**config.mk**
```make
export PLATFORM = sky130hd
export DESIGN_NAME = imem_fetch_flat
export DESIGN_NICKNAME = d
export VERILOG_FILES = /design/src/rtl/imem_pkg.sv /design/src/rtl/imem_fetch_if.sv /design/src/rtl/imem_bank.sv /design/src/rtl/imem_fetch.sv /design/src/flat_wrapper.sv
export SDC_FILE = /design/constraint.sdc
export NUM_CORES = 2
export LEC_CHECK = 0
export ABC_AREA = 1
export BUFFER_PORTS_ARGS = -buffer_cell sky130_fd_sc_hd__buf_2
export CAP_MARGIN = 0
export CORE_MARGIN = 5
export CORE_UTILIZATION = 25
export CTS_CLUSTER_SIZE = 20
export DETAILED_ROUTE_END_ITERATION = 12
export GPL_TIMING_DRIVEN = 0
export PLACE_DENSITY = 0.48
export SLEW_MARGIN = 10
export SYNTH_ARGS = -nofsm -noshare
export SYNTH_HDL_FRONTEND = slang
export SYNTH_SLANG_ARGS = --single-unit
export TNS_END_PERCENT = 5
```
**constraint.sdc**
```tcl
create_clock -name clk -period 2.55 [get_ports clk]
set_clock_uncertainty 0.05 [all_clocks]
set_input_delay 0 -clock clk [delete_from_list [all_inputs] [get_ports clk]]
set_output_delay 0 -clock clk [all_outputs]
set_load 0.03 [all_outputs]
```
**src/rtl/imem_pkg.sv**
```systemverilog
// Shared constants and types for the IF-stage instruction memory.
package imem_pkg;

    localparam logic [31:0] NOP_INSTR = 32'h0000_0013;  // addi x0,x0,0

    function automatic int idx_w(input int depth);
        return $clog2(depth);
    endfunction

    typedef struct packed {
        logic        valid;
        logic [31:0] instr;
        logic [31:0] addr;
        logic        fault;
    } imem_rsp_t;

endpackage

```
**src/rtl/imem_fetch_if.sv**
```systemverilog
// Fetch request/response bundle between the PC logic and the instruction memory.
// A request transfers on a rising edge where req_valid && req_ready; req_ready never depends on req_valid.
interface imem_fetch_if #(
    parameter int XLEN = 32
);
    logic            req_valid;
    logic            req_ready;
    logic [XLEN-1:0] req_addr;
    logic            rsp_valid;
    logic [31:0]     rsp_instr;
    logic [XLEN-1:0] rsp_addr;
    logic            rsp_fault;

    modport master (
        output req_valid, req_addr,
        input  req_ready, rsp_valid, rsp_instr, rsp_addr, rsp_fault
    );

    modport slave (
        input  req_valid, req_addr,
        output req_ready, rsp_valid, rsp_instr, rsp_addr, rsp_fault
    );
endinterface

```
**src/rtl/imem_bank.sv**
```systemverilog
// DEPTH x 32 word array: one synchronous write port, one synchronous read port.
// A read and write to the same index on one edge returns the new word.
module imem_bank
    import imem_pkg::*;
#(
    parameter int    DEPTH     = 64,
    parameter string INIT_FILE = ""
) (
    input  logic                    clk,
    input  logic                    we,
    input  logic [idx_w(DEPTH)-1:0] waddr,
    input  logic [31:0]             wdata,
    input  logic                    re,
    input  logic [idx_w(DEPTH)-1:0] raddr,
    output logic [31:0]             rdata
);
    logic [31:0] mem [DEPTH];

    always_ff @(posedge clk) begin
        if (we) begin
            mem[waddr] <= wdata;
        end
    end

    // rdata is left untouched when re is low so a stalled response keeps its word.
    always_ff @(posedge clk) begin
        if (re) begin
            rdata <= (we && (waddr == raddr)) ? wdata : mem[raddr];
        end
    end

endmodule

```
**src/rtl/imem_fetch.sv**
```systemverilog
// IF-stage instruction memory: 1-cycle fetch with stall hold, flush-to-NOP,
// misalignment/range fault reporting and a run-time word write port.
module imem_fetch
    import imem_pkg::*;
#(
    parameter int          XLEN      = 32,
    parameter int          DEPTH     = 64,
    parameter string       INIT_FILE = "",
    parameter logic [31:0] NOP_INSTR = imem_pkg::NOP_INSTR
) (
    input  logic               clk,
    input  logic               rst_n,
    imem_fetch_if.slave        fetch,
    input  logic               stall,
    input  logic               flush,
    input  logic               wr_en,
    input  logic [XLEN-1:0]    wr_addr,
    input  logic [31:0]        wr_data
);
    localparam int IW = idx_w(DEPTH);

    logic            req_fault;
    logic            wr_legal;
    logic            accept;
    logic            valid_q;
    logic            fault_q;
    logic [XLEN-1:0] addr_q;
    logic [31:0]     bank_rdata;
    imem_rsp_t       rsp;

    // Range checks use the whole word address so indices >= DEPTH fault rather than alias.
    assign req_fault = (fetch.req_addr[1:0] != 2'b00) ||
                       (fetch.req_addr[XLEN-1:2] >= (XLEN-2)'(DEPTH));
    assign wr_legal  = (wr_addr[1:0] == 2'b00) &&
                       (wr_addr[XLEN-1:2] < (XLEN-2)'(DEPTH));

    assign fetch.req_ready = !stall;
    assign accept          = fetch.req_valid && !stall && !flush;

    always_ff @(posedge clk or negedge rst_n) begin
        if (!rst_n) begin
            valid_q <= 1'b0;
            fault_q <= 1'b0;
            addr_q  <= '0;
        end else if (flush) begin
            valid_q <= 1'b0;
            fault_q <= 1'b0;
        end else if (stall) begin
            valid_q <= valid_q;
        end else if (fetch.req_valid) begin
            valid_q <= 1'b1;
            fault_q <= req_fault;
            addr_q  <= fetch.req_addr;
        end else begin
            valid_q <= 1'b0;
            fault_q <= 1'b0;
        end
    end

    imem_bank #(
        .DEPTH     (DEPTH),
        .INIT_FILE (INIT_FILE)
    ) u_bank (
        .clk   (clk),
        .we    (wr_en && wr_legal),
        .waddr (wr_addr[IW+1:2]),
        .wdata (wr_data),
        .re    (accept && !req_fault),
        .raddr (fetch.req_addr[IW+1:2]),
        .rdata (bank_rdata)
    );

    // The bank word is only meaningful behind a valid, non-faulting response.
    always_comb begin
        rsp       = '0;
        rsp.valid = valid_q;
        rsp.fault = fault_q;
        rsp.addr  = 32'(addr_q);
        rsp.instr = (valid_q && !fault_q) ? bank_rdata : NOP_INSTR;
    end

    assign fetch.rsp_valid = rsp.valid;
    assign fetch.rsp_instr = rsp.instr;
    assign fetch.rsp_addr  = XLEN'(rsp.addr);
    assign fetch.rsp_fault = rsp.fault;

endmodule

```
**src/flat_wrapper.sv**
```systemverilog
// flat-port wrapper written by rule: the top's interface ports become plain ports
module imem_fetch_flat import imem_pkg::*;
#(
    parameter int          XLEN      = 32,
    parameter int          DEPTH     = 64,
    parameter string       INIT_FILE = "",
    parameter logic [31:0] NOP_INSTR = imem_pkg::NOP_INSTR
)
  (clk, rst_n, stall, flush, wr_en, wr_addr, wr_data, fetch_req_valid, fetch_req_addr, fetch_req_ready, fetch_rsp_valid, fetch_rsp_instr, fetch_rsp_addr, fetch_rsp_fault);
  imem_fetch_if #(.XLEN(XLEN)) fetch_i ();
  input  logic clk;
  input  logic rst_n;
  input  logic stall;
  input  logic flush;
  input  logic wr_en;
  input  logic [XLEN-1:0] wr_addr;
  input  logic [31:0] wr_data;
  input wire logic [$bits(fetch_i.req_valid)-1:0] fetch_req_valid;
  input wire logic [$bits(fetch_i.req_addr)-1:0] fetch_req_addr;
  output wire logic [$bits(fetch_i.req_ready)-1:0] fetch_req_ready;
  output wire logic [$bits(fetch_i.rsp_valid)-1:0] fetch_rsp_valid;
  output wire logic [$bits(fetch_i.rsp_instr)-1:0] fetch_rsp_instr;
  output wire logic [$bits(fetch_i.rsp_addr)-1:0] fetch_rsp_addr;
  output wire logic [$bits(fetch_i.rsp_fault)-1:0] fetch_rsp_fault;
  assign fetch_i.req_valid = fetch_req_valid;
  assign fetch_i.req_addr = fetch_req_addr;
  assign fetch_req_ready = fetch_i.req_ready;
  assign fetch_rsp_valid = fetch_i.rsp_valid;
  assign fetch_rsp_instr = fetch_i.rsp_instr;
  assign fetch_rsp_addr = fetch_i.rsp_addr;
  assign fetch_rsp_fault = fetch_i.rsp_fault;
  imem_fetch #(.XLEN(XLEN), .DEPTH(DEPTH), .INIT_FILE(INIT_FILE), .NOP_INSTR(NOP_INSTR)) u_core (.clk(clk), .rst_n(rst_n), .fetch(fetch_i), .stall(stall), .flush(flush), .wr_en(wr_en), .wr_addr(wr_addr), .wr_data(wr_data));
endmodule
```
==> summary.md <==
| Metric | Value |
|---|---|
| Gr usage total | `18.0%` |
| Highest Clock Rate | `330 MHz` |
| Crit path kind | `input pin to flip-flop` |
| Post-Route WL | `339 mm` |
| Initial antenna violation count | `30` |
| Later-pin clock latency in the skew report | `0.93 ns` |
| Worst-path clk slew | `0.06 ns` |
| CP endpoint kind | `flip-flop` |
| Internal power | `a little under 60000 uW` |
| Synth-to-layout area growth | `22.1%` |
| Crit path DAT | `between 3 and 4 ns` |
| Failing checks | `setup timing` |
| Final GP Congestion | `~0.92` |
| Async set-reset flop share out of synthesis | `between 1.5 and 2%` |
| Synth top cells by count | `2823 x nand2_1, 2080 x edfxtp_1, 1208 x nand3_1` |
| Logic gate share of total power | `about 7.7%` |
| # rows | `217` |
| Post-Layout Inst Area | `0.107 mm2` |
| Relative slew slack | `approximately an eighth` |
| Final min period | `~3.0 ns` |
| Ranking of synthesized cells by area | `edfxtp_1 71%, nand2_1 12%, nand3_1 6.9%, inv_1 2.5%, nor2_1 1.7%` |
| Post-DP Area | `0.0973 mm2` |
| Post-synth top area cell | `edfxtp_1` |
| Post-Synthesis Cells | `7898` |
| P_leak | `0.0406 uW` |
| Port-buffer cells | `roughly 160` |
| Setup ws final | `-0.482 ns` |
| Peak VDD IR | `0.000581 V` |
| Most common cell in the netlist | `nand2_1` |
| Cell Area, Synth | `0.0874 mm2` |
| Max Slew Vio Count | `0` |
| Post-synth top area share | `71.5%` |
| Die X | `601 um` |
| Filler cells | `approximately 35000` |
| Synth warn | `0` |
| RSZ-0062 raised after global routing | `yes` |
| Die area | `roughly 0.36 mm2` |
| Post-Syn Nets | `8000` |
| Power Density | `732 mW/mm2` |
| I/O pins | `169` |
| Vias | `62800` |
| WP data required | `approximately 3.1 ns` |
| Startpoint types | `input pin` |
| Post-synthesis sequential area ratio | `72.5%` |
| Final period utilization | `119%` |
| Multi-input logic area | `0.0205 mm2` |
| Hold violation count in the final report | `0` |
| Post-DP HPWL | `approximately 240 mm` |
| Fraction of layout cells with a size suffix above 1 | `11.5%` |
| Setup violations, final | `between 1000 and 1500` |
| Psw | `18600 uW` |
| Average size of a mapped cell | `11.1 um2` |
| DRT antenna net count | `0` |
| Initial DRC Count | `7723` |
| Worst-Margin Slew | `1.32 ns` |
| Reg area | `0.0633 mm2` |
| First-pass GRT wire length | `464 mm` |
| Net Sw Frac | `23.8%` |
| Synthesized flop and latch total | `2114` |
| Top_reg_cell synth | `edfxtp_1` |
| Vias per inst | `between 4 and 5` |
| EDFF count, synth | `2080` |
| CTS buffer count | `230` |
| Clk buf depth | `4` |
| Nets | `8666` |
| DR WL/cell | `~25 um` |
| Clock share of power | `a little over two fifths` |
| Pre-antenna DRT Iters | `8` |
| Largest net degree at the start of global routing | `66` |
| Htree depth | `4` |
| Total grt overflow | `0` |
| Core Region | `about 0.35 mm2` |
| Synth unique cells | `25` |
| DRC | `0` |
| Vias in the first global route | `between 50000 and 60000` |
| Critical path peak fanout | `17` |
| Max-cap violations | `0` |
| Clock Sinks | `2114` |
| Seq pwr share | `about half` |
| Die Ht | `601 um` |
| Setup tns final | `-196.65 ns` |
| Root Buffer | `clkbuf_16` |
| Status | `finished with violations` |
| HP Class | `input pin to flip-flop` |
| Initial Utilization | `roughly a quarter` |
| CTS tree | `built` |
layout by cell type (no fill, tap or decap), types with 46 or more instances in the layout:
cell,n
inv_1,584
clkbuf_16,233
a21oi_1,148
buf_12,79
buf_4,63
edfxtp_1,2080
buf_16,46
nand2_1,2823
clkinv_1,51
nor2_1,314
buf_2,324
nor2_4,72
nand3_1,1204
clkbuf_1,183
o21ai_0,101
dlygate4sd3_1,137
path summary, 6_finish.rpt:
kind	depth (start not counted)	end	slack, ns	start
min in group asynchronous	4	u_core.fetch.rsp_addr[26]$_DFFE_PN0P_	0.20	rst_n
min	4	u_core.fetch.rsp_addr[2]$_DFFE_PN0P_	0.03	fetch_req_addr[2]
max in group asynchronous	4	u_core.fetch.rsp_addr[3]$_DFFE_PN0P_	2.05	rst_n
min reg2reg	2	u_core.fetch.rsp_addr[6]$_DFFE_PN0P_	0.44	u_core.fetch.rsp_addr[6]$_DFFE_PN0P_
max	8	u_core.u_bank.mem[13][6]$_DFFE_PP_	-0.48	wr_addr[25]
max reg2reg	8	u_core.u_bank.rdata[20]$_DFFE_PP_	0.31	u_core.u_bank.mem[39][20]$_DFFE_PP_
cells by family after synthesis:
family	after synthesis	share of synthesized area, %
multiplexers	14	0.180
buffers and inverters	1029	4.73
AND/OR/NAND/NOR	4476	21.1
flip-flops	2114	72.5
AO/OA/AOI/OAI	265	1.55
layout make-up:
class	instances	share of cell area [%]
antenna	18	0.0422
buffer	440	1.95
clock buffer	273	5.55
clock inverter	140	1.45
inverter	589	2.07
multi-input combinational	4755	19.3
sequential	2114	59.3
tap	4599	5.39
timing repair buffer	434	4.93
layer usage:
metal	up-vias	wire, um	track usage, %
li1	28000	-	-
met1	31200	136000	23.4
met2	2922	156000	29.1
met3	661	27800	2.91
met4	6	18400	8.95
met5	-	34	0
repair_timing:
action / 4_1_cts / 5_1_grt
endpoints found under the setup margin: 883 / 1285
cloned: 0 / 0
hold buffers: 138 / 0
setup buffers: 4 / 9
endpoints found under the hold margin: 2229 / 0
resized for setup: 113 / 12
pin swaps: 9 / 14
flip-flops by register name (all words and copies together) (netlist names):
name	flops
u_core.fetch.rsp_valid	1
u_core.u_bank.mem	2048
u_core.fetch.rsp_fault	1
u_core.fetch.rsp_addr	32
u_core.u_bank.rdata	32
worst max-delay path, stage by stage:
cell	delay (ns)
buf_2	0.09
or2_2	0.28
nor3_1	0.20
nand2_1	0.28
nor3_1	0.49
nand3_1	0.85
nor2_4	1.03
buf_12	0.28
stage by stage:
stage	power (uW)	utilization, %	setup WS (ns)	hold WS (ns)	instances
6_report	78100	30.6	-0.482	0.0265	13400
2_1_floorplan	41500	-	-0.409	-0.346	7898
5_1_grt	80300	30.6	-0.433	0.0168	13400
4_1_cts	78400	30.5	-0.320	0.000943	13300
3_5_place_dp	44700	27.9	-1.46	0.0803	12800
3_3_place_gp	44500	26.9	-3.49	0.0527	12700
power by group through the flow:
stage | logic [uW] | registers, uW | clock network [uW]
floorplan | 2290 | 39200 | 0
global placement | 5400 | 39100 | 0
detailed placement | 5650 | 39000 | 0
CTS | 5930 | 38300 | 34200
global route | 6310 | 38300 | 35700
finish | 6000 | 38300 | 33800
No activity file was read; power rests on OpenSTA's default activity.
